## src/rtl/tinyml_cam_awb_stats.sv

```systemverilog
// ---------------------------------------------------------------------------------------------
// tinyml_cam_awb_stats
//
// Auto-white-balance loop for the 4-pixel-per-clock Bayer camera path. It observes the output of
// the RGB gain stage, accumulates per-frame R, G and B sums, and at every frame start compares
// the red and blue sums against half the green sum. Red and blue gain codes then move by at most
// one step per frame. A +/-1/8 hysteresis band around the target stops the loop from dithering.
//
// Ports
//   i_pclk           pixel clock
//   i_arstn          asynchronous active-low reset (release is synchronous to i_pclk upstream)
//   i_vs             vsync; a falling edge marks frame start
//   i_valid          data beat valid
//   i_data           four Bayer pixels, pix3 in the top P_DEPTH bits, pix0 in the bottom
//   i_awb_en         1 = automatic gains, 0 = gains follow the manual inputs
//   i_red_gain_man   manual red gain code
//   i_blue_gain_man  manual blue gain code
//   o_red_gain       red gain code to the gain stage
//   o_green_gain     green gain code, fixed at unity (3'b100)
//   o_blue_gain      blue gain code to the gain stage
//   o_stat_valid     one-cycle pulse after a complete frame has been evaluated
//   o_frame_err      one-cycle pulse, in place of o_stat_valid, when the frame was incomplete
// ---------------------------------------------------------------------------------------------
module tinyml_cam_awb_stats #(
    parameter int unsigned P_DEPTH      = 10,
    parameter int unsigned PW           = P_DEPTH * 4,
    parameter int unsigned FRAME_WIDTH  = 640,
    parameter int unsigned FRAME_HEIGHT = 480,
    parameter int unsigned ACC_W        = P_DEPTH + $clog2(FRAME_WIDTH * FRAME_HEIGHT / 2)
) (
    input  logic          i_pclk,
    input  logic          i_arstn,
    input  logic          i_vs,
    input  logic          i_valid,
    input  logic [PW-1:0] i_data,
    input  logic          i_awb_en,
    input  logic [2:0]    i_red_gain_man,
    input  logic [2:0]    i_blue_gain_man,
    output logic [2:0]    o_red_gain,
    output logic [2:0]    o_green_gain,
    output logic [2:0]    o_blue_gain,
    output logic          o_stat_valid,
    output logic          o_frame_err
);

    // -----------------------------------------------------------------------------------------
    // Geometry
    // -----------------------------------------------------------------------------------------
    localparam int unsigned BEATS    = FRAME_WIDTH / 4;
    localparam int unsigned BEAT_W   = (BEATS > 1) ? $clog2(BEATS) : 1;
    localparam int unsigned LINE_MAX = FRAME_HEIGHT + 1;
    localparam int unsigned LINE_W   = $clog2(FRAME_HEIGHT + 2);

    localparam logic [2:0] GAIN_UNITY = 3'b100;
    localparam logic [2:0] GAIN_MAX   = 3'd7;
    localparam logic [2:0] GAIN_MIN   = 3'd1;

    typedef enum logic [1:0] {
        StIdle,
        StCmp,
        StUpdate
    } state_e;

    // -----------------------------------------------------------------------------------------
    // Frame start detection
    // -----------------------------------------------------------------------------------------
    logic vs_q;
    logic fs;

    assign fs = vs_q & ~i_vs;

    always_ff @(posedge i_pclk or negedge i_arstn) begin
        if (!i_arstn) begin
            vs_q <= 1'b0;
        end else begin
            vs_q <= i_vs;
        end
    end

    // -----------------------------------------------------------------------------------------
    // Pixel unpacking: pairs that always share a colour within a line
    // -----------------------------------------------------------------------------------------
    logic [P_DEPTH-1:0] pix0, pix1, pix2, pix3;
    logic [ACC_W-1:0]   sum_even;  // pix2 + pix0
    logic [ACC_W-1:0]   sum_odd;   // pix3 + pix1

    assign pix0     = i_data[P_DEPTH-1:0];
    assign pix1     = i_data[2*P_DEPTH-1:P_DEPTH];
    assign pix2     = i_data[3*P_DEPTH-1:2*P_DEPTH];
    assign pix3     = i_data[4*P_DEPTH-1:3*P_DEPTH];
    assign sum_even = ACC_W'(pix2) + ACC_W'(pix0);
    assign sum_odd  = ACC_W'(pix3) + ACC_W'(pix1);

    // -----------------------------------------------------------------------------------------
    // Beat / line position and colour accumulators
    // -----------------------------------------------------------------------------------------
    logic [BEAT_W-1:0] beat_q, beat_d, beat_cur;
    logic              par_q, par_d, par_cur;
    logic [LINE_W-1:0] line_q, line_d, line_cur;
    logic [ACC_W-1:0]  r_acc_q, r_acc_d, r_base;
    logic [ACC_W-1:0]  g_acc_q, g_acc_d, g_base;
    logic [ACC_W-1:0]  b_acc_q, b_acc_d, b_base;

    always_comb begin
        // A beat that arrives in the FS cycle is the first beat of the new frame, so it is
        // placed at position zero and added onto cleared accumulators.
        beat_cur = fs ? '0 : beat_q;
        par_cur  = fs ? 1'b0 : par_q;
        line_cur = fs ? '0 : line_q;
        r_base   = fs ? '0 : r_acc_q;
        g_base   = fs ? '0 : g_acc_q;
        b_base   = fs ? '0 : b_acc_q;

        beat_d  = beat_cur;
        par_d   = par_cur;
        line_d  = line_cur;
        r_acc_d = r_base;
        g_acc_d = g_base;
        b_acc_d = b_base;

        if (i_valid) begin
            if (beat_cur == BEAT_W'(BEATS - 1)) begin
                beat_d = '0;
                par_d  = ~par_cur;
                // Saturating one past a full frame keeps overlong frames distinguishable.
                if (line_cur != LINE_W'(LINE_MAX)) begin
                    line_d = line_cur + 1'b1;
                end
            end else begin
                beat_d = beat_cur + 1'b1;
            end

            if (!par_cur) begin
                // G R G R line
                r_acc_d = r_base + sum_even;
                g_acc_d = g_base + sum_odd;
            end else begin
                // B G B G line
                b_acc_d = b_base + sum_odd;
                g_acc_d = g_base + sum_even;
            end
        end
    end

    always_ff @(posedge i_pclk or negedge i_arstn) begin
        if (!i_arstn) begin
            beat_q  <= '0;
            par_q   <= 1'b0;
            line_q  <= '0;
            r_acc_q <= '0;
            g_acc_q <= '0;
            b_acc_q <= '0;
        end else begin
            beat_q  <= beat_d;
            par_q   <= par_d;
            line_q  <= line_d;
            r_acc_q <= r_acc_d;
            g_acc_q <= g_acc_d;
            b_acc_q <= b_acc_d;
        end
    end

    // -----------------------------------------------------------------------------------------
    // Snapshot of the finished frame, taken at frame start
    // -----------------------------------------------------------------------------------------
    logic [ACC_W-1:0] r_snap_q, g_snap_q, b_snap_q;
    logic             complete_q;

    always_ff @(posedge i_pclk or negedge i_arstn) begin
        if (!i_arstn) begin
            r_snap_q   <= '0;
            g_snap_q   <= '0;
            b_snap_q   <= '0;
            complete_q <= 1'b0;
        end else if (fs) begin
            r_snap_q   <= r_acc_q;
            g_snap_q   <= g_acc_q;
            b_snap_q   <= b_acc_q;
            complete_q <= (line_q == LINE_W'(FRAME_HEIGHT));
        end
    end

    // -----------------------------------------------------------------------------------------
    // Hysteresis band: target is half the green sum (twice as many G pixels as R or B)
    // -----------------------------------------------------------------------------------------
    logic [ACC_W-1:0] t_val, th_val, lo_thr, hi_thr;

    always_comb begin
        t_val  = g_snap_q >> 1;
        th_val = t_val >> 3;
        lo_thr = t_val - th_val;
        hi_thr = t_val + th_val;
    end

    // One code step toward the target, never reaching code 0 (zero gain) automatically.
    function automatic logic [2:0] step_gain(input logic [2:0] gain,
                                             input logic       lo,
                                             input logic       hi);
        logic [2:0] res;
        res = gain;
        if (lo && (gain != GAIN_MAX)) begin
            res = gain + 3'd1;
        end else if (hi && (gain > GAIN_MIN)) begin
            res = gain - 3'd1;
        end
        return res;
    endfunction

    // -----------------------------------------------------------------------------------------
    // Evaluation FSM with registered gains and pulses
    // -----------------------------------------------------------------------------------------
    state_e     state_q;
    logic       lo_r_q, hi_r_q, lo_b_q, hi_b_q;
    logic [2:0] red_q, blue_q;
    logic       stat_valid_q, frame_err_q;

    always_ff @(posedge i_pclk or negedge i_arstn) begin
        if (!i_arstn) begin
            state_q      <= StIdle;
            lo_r_q       <= 1'b0;
            hi_r_q       <= 1'b0;
            lo_b_q       <= 1'b0;
            hi_b_q       <= 1'b0;
            red_q        <= GAIN_UNITY;
            blue_q       <= GAIN_UNITY;
            stat_valid_q <= 1'b0;
            frame_err_q  <= 1'b0;
        end else begin
            stat_valid_q <= 1'b0;
            frame_err_q  <= 1'b0;

            // Manual mode tracks the inputs every cycle; the automatic loop then resumes from
            // whatever codes were last applied.
            if (!i_awb_en) begin
                red_q  <= i_red_gain_man;
                blue_q <= i_blue_gain_man;
            end

            if (fs) begin
                // New snapshot arrives at this edge; any evaluation in flight is abandoned.
                state_q <= StCmp;
            end else begin
                unique case (state_q)
                    StIdle: begin
                        state_q <= StIdle;
                    end
                    StCmp: begin
                        lo_r_q  <= (r_snap_q < lo_thr);
                        hi_r_q  <= (r_snap_q > hi_thr);
                        lo_b_q  <= (b_snap_q < lo_thr);
                        hi_b_q  <= (b_snap_q > hi_thr);
                        state_q <= StUpdate;
                    end
                    StUpdate: begin
                        state_q <= StIdle;
                        if (!complete_q) begin
                            frame_err_q <= 1'b1;
                        end else begin
                            stat_valid_q <= 1'b1;
                            if (i_awb_en) begin
                                red_q  <= step_gain(red_q, lo_r_q, hi_r_q);
                                blue_q <= step_gain(blue_q, lo_b_q, hi_b_q);
                            end
                        end
                    end
                    default: begin
                        state_q <= StIdle;
                    end
                endcase
            end
        end
    end

    assign o_red_gain   = red_q;
    assign o_green_gain = GAIN_UNITY;
    assign o_blue_gain  = blue_q;
    assign o_stat_valid = stat_valid_q;
    assign o_frame_err  = frame_err_q;

endmodule

```

## config.mk

```make
export PLATFORM = sky130hd
export DESIGN_NAME = tinyml_cam_awb_stats
export DESIGN_NICKNAME = d
export VERILOG_FILES = /design/src/rtl/tinyml_cam_awb_stats.sv
export SDC_FILE = /design/constraint.sdc
export NUM_CORES = 1
export LEC_CHECK = 0
export ABC_AREA = 1
export BUFFER_PORTS_ARGS = -buffer_cell sky130_fd_sc_hd__buf_2
export CAP_MARGIN = 15
export CORE_MARGIN = 4
export CORE_UTILIZATION = 41
export CTS_CLUSTER_DIAMETER = 30
export DETAILED_ROUTE_END_ITERATION = 10
export GPL_ROUTABILITY_DRIVEN = 1
export PLACE_DENSITY = 0.61
export SLEW_MARGIN = 20
export SYNTH_ARGS = -nofsm -noshare
export SYNTH_HDL_FRONTEND = slang
export SYNTH_SLANG_ARGS = --single-unit
```

## constraint.sdc

```tcl
create_clock -name i_pclk -period 4.6 [get_ports i_pclk]
set_clock_uncertainty 0.2 [all_clocks]
set_input_delay 0.23 -clock i_pclk [delete_from_list [all_inputs] [get_ports i_pclk]]
set_output_delay 0.23 -clock i_pclk [all_outputs]
set_load 0.02 [all_outputs]
```

==> flow_summary.ini <==
[clock_network]
ctsRootBufferMaster = clkbuf_16
postCtsResizedCells = 0
cts.path.max_buffers = 3
cts_tree = done
cts_sinks = 201
numCtsBuffers = 51
h-tree-depth = 2
clk_pin_slew_worst_paths_ps = 50
clk_latency_ps = 590

[synth]
ys_types = 59
synthMuxAreaShare_pct = 0
synth_adder_area_share_pct = 17.46
synth_top_area_share_pct = 30.58
synth_xor_area_share_pct = 7.799
yosysWarnings = 0
ys.flop_type = dfrtp_1
synth_simple_gate_area_share_pct = 22.24
synth_area_leaders = dfrtp_1, ha_1, nand2_1
synth_cells = 2124
seq_area_frac_synth_pct = 30.90
syn_area_um2 = 16280
synth-edff-count = 0
synth_top_area_cell = dfrtp_1
synth-compound-area-share_pct = 13.22
postSynthAreaPerCell_um2 = 7.667
synth.ff_latch_count = 201
synth_top_family_by_area = simple AND/OR/NAND/NOR gates
ys_async_sr_fraction_pct = 100.0

[layout]
fin_nets = 2488
fin_util_pct = 49.00
drive_gt1_share_pct = 11.09
design_area_um2 = 19070
antennaDiodeCount = 0
area_growth_pct = 17.10

[timing]
setup_violations = 0
min_period_ps = 4044
rsz0062_at_grt = no
relSlewSlack_pct = 40.85
min_period_over_period_pct = 87.91
slew_viol_final = 0
worst_pin_slew_ps = 887.3
fmax_mhz = 247.3
fin_setup_tns_ps = 0
hold_violations = 0

[die]
rows = 72
die-area_um2 = 42970
initial_core_util_pct = 41.84
die_h_um = 207.3
core-area_um2 = 38920
dieWidth_um = 207.3
ioPinCount = 62

[place]
port-buffer-count = 58
dpl.hpwl_um = 33490
gp_congestion = 0.9387
placed_area_um2 = 17040

[grt]
grt_antenna_before_repair = 0
grt_max_degree = 100
grt.overflow.total = 0
grt_usage_pct = 19.86
grt_pass1_vias = 14100
grt_pass1_wl_um = 71210

[worst_setup_path]
critPathMaxFanout = 6
end_kind = flop
crit_top_cell = nand2_1
worst_path_max_delay_cell = dfrtp_1
crit_type = reg -> reg
path_cells = inv_1 -> ha_1 -> a21oi_1 -> o21ai_0 -> nand2_1 -> o211ai_1 -> a31oi_1 -> o21bai_1 -> nand3_1 -> nand2_1 -> nand3_1 -> nand2_1 -> xor2_1 -> ha_1 -> nand4_1 -> o221ai_1 -> a21oi_1 -> o41ai_1 -> o21ai_0
r2r_cells = 19
cp.required_ps = 4840
arrival_ps = 4280
worstSetupStartpointType = flop
max_stage_delay_ps = 420

[min_path]
hp-class = in -> reg
whs_path_depth = 4

[routing]
first_pass_iters = 7
vias = 14070
drtIter0Drc = 900
routed_wl_um = 43240
wire_per_inst_um = 15.60
vias_per_cell = 5.075
drc = 0
ant_nets = 0

[pwr]
p_total_mw = 9.875
ir_drop_v = 0.0002782
p_leak_nw = 9.585
power_density_nw_per_um2 = 517.9

[run]
drv_cap = 0

[status]
outcome = complete, no violations
[synth_stat cells (all sizes together), types with 25 or more instances]
master,n
o21ai,170
nor2,215
nand3,93
dfrtp,199
ha,216
a21oi,135
nand4,25
xor2,113
nor3,38
xnor2,32
buf,32
nand2,451
inv,285
[worst max-delay path: cells and delay by family (launching register included)]
family,cells,cell delay [ps]
and+or+nand+nor,6,560
adders and majority gates,2,730
xor gates and xnor gates,1,180
AOI/OAI and AO/OA,9,1730
buffers and inverters,1,90
DFF,1,420
[path summary, 6_finish.rpt]
check,startpoint,end,slack (ps)
hold reg to reg,complete_q,o_frame_err,240
setup reg to reg,g_snap_q[10],lo_r_q,560
min in group asynchronous,i_arstn,g_snap_q[27],70
max in group asynchronous,i_arstn,g_acc_q[11],2860
hold / removal,i_awb_en,o_red_gain[1],60
setup / recovery,g_snap_q[10],lo_r_q,560
[cells by family (layout without fill, tap and decap cells)]
family,Yosys count,after routing
AO/OA/AOI/OAI,377,377
XOR/XNOR,145,145
adder cells (fa/ha/maj),223,223
buffers and inverters,340,469
flip-flops,201,201
other,2,3
AND/OR/NAND/NOR,836,836
[cells in the final DEF, fill, tap and decap left out, types with 11 or more instances in the layout]
cell and n:
o21bai_1 11, o21ai_2 11, clkbuf_16 51, inv_2 17
o21ai_0 153, nor3_1 32, nand3_2 12, inv_1 267
buf_4 11, a31oi_1 11, nand4_1 24, dfrtp_1 199
ha_1 216, buf_2 57, a21oi_1 130, nor2_2 13
nand3_1 81, nor2_1 196, nand2_1 441, xor2_1 113
xnor2_1 32, dlygate4sd3_1 20
[stage by stage]
stage,instances,hold slack (ps),setup slack (ps)
floorplan,2125,-265.6,1066
global placement,2659,182.3,644.9
detailed placement,2659,190.4,601.7
CTS,2772,11.85,638.3
global route,2772,65.81,246.5
finish,2772,56.59,556.0
[report_power, final]
part           switching (mW)  total (mW)  internal, mW  leakage (nW)
clock                    1.21        3.71          2.50         0.859
sequential              0.166        2.14          1.97          2.71
combinational            2.56        4.03          1.46          6.01
total                    3.94        9.88          5.94          9.59
[state kept, by name, summed over array words and instances (netlist names), 3 cells and up]
| name | cells |
|---|---|
| r_snap_q | 28 |
| g_snap_q | 27 |
| beat_q | 8 |
| o_red_gain | 3 |
| line_q | 9 |
| g_acc_q | 28 |
| b_snap_q | 28 |
| o_blue_gain | 3 |
| b_acc_q | 28 |
| r_acc_q | 28 |
[per-layer routing]
metal	routed length, µm	global-route usage [%]
met1	20830	28.06
met2	19140	31.30
met5	0	0
met4	1086	6.156
met3	2184	3.370
[cell type report]
class | instances | area [µm²]
clock buffer | 59 | 1376
clock inverter | 34 | 451.7
fill | 3758 | 19850
inverter | 287 | 1080
multi-input combinational | 1584 | 9898
sequential | 201 | 5032
tap | 518 | 648.1
timing repair buffer | 89 | 581.8
[what timing repair did]
action,in CTS,in global routing
setup buffers,0,0
hold buffers,20,0
endpoints found under the hold margin,115,0
Power figures use the tool's default switching activity.
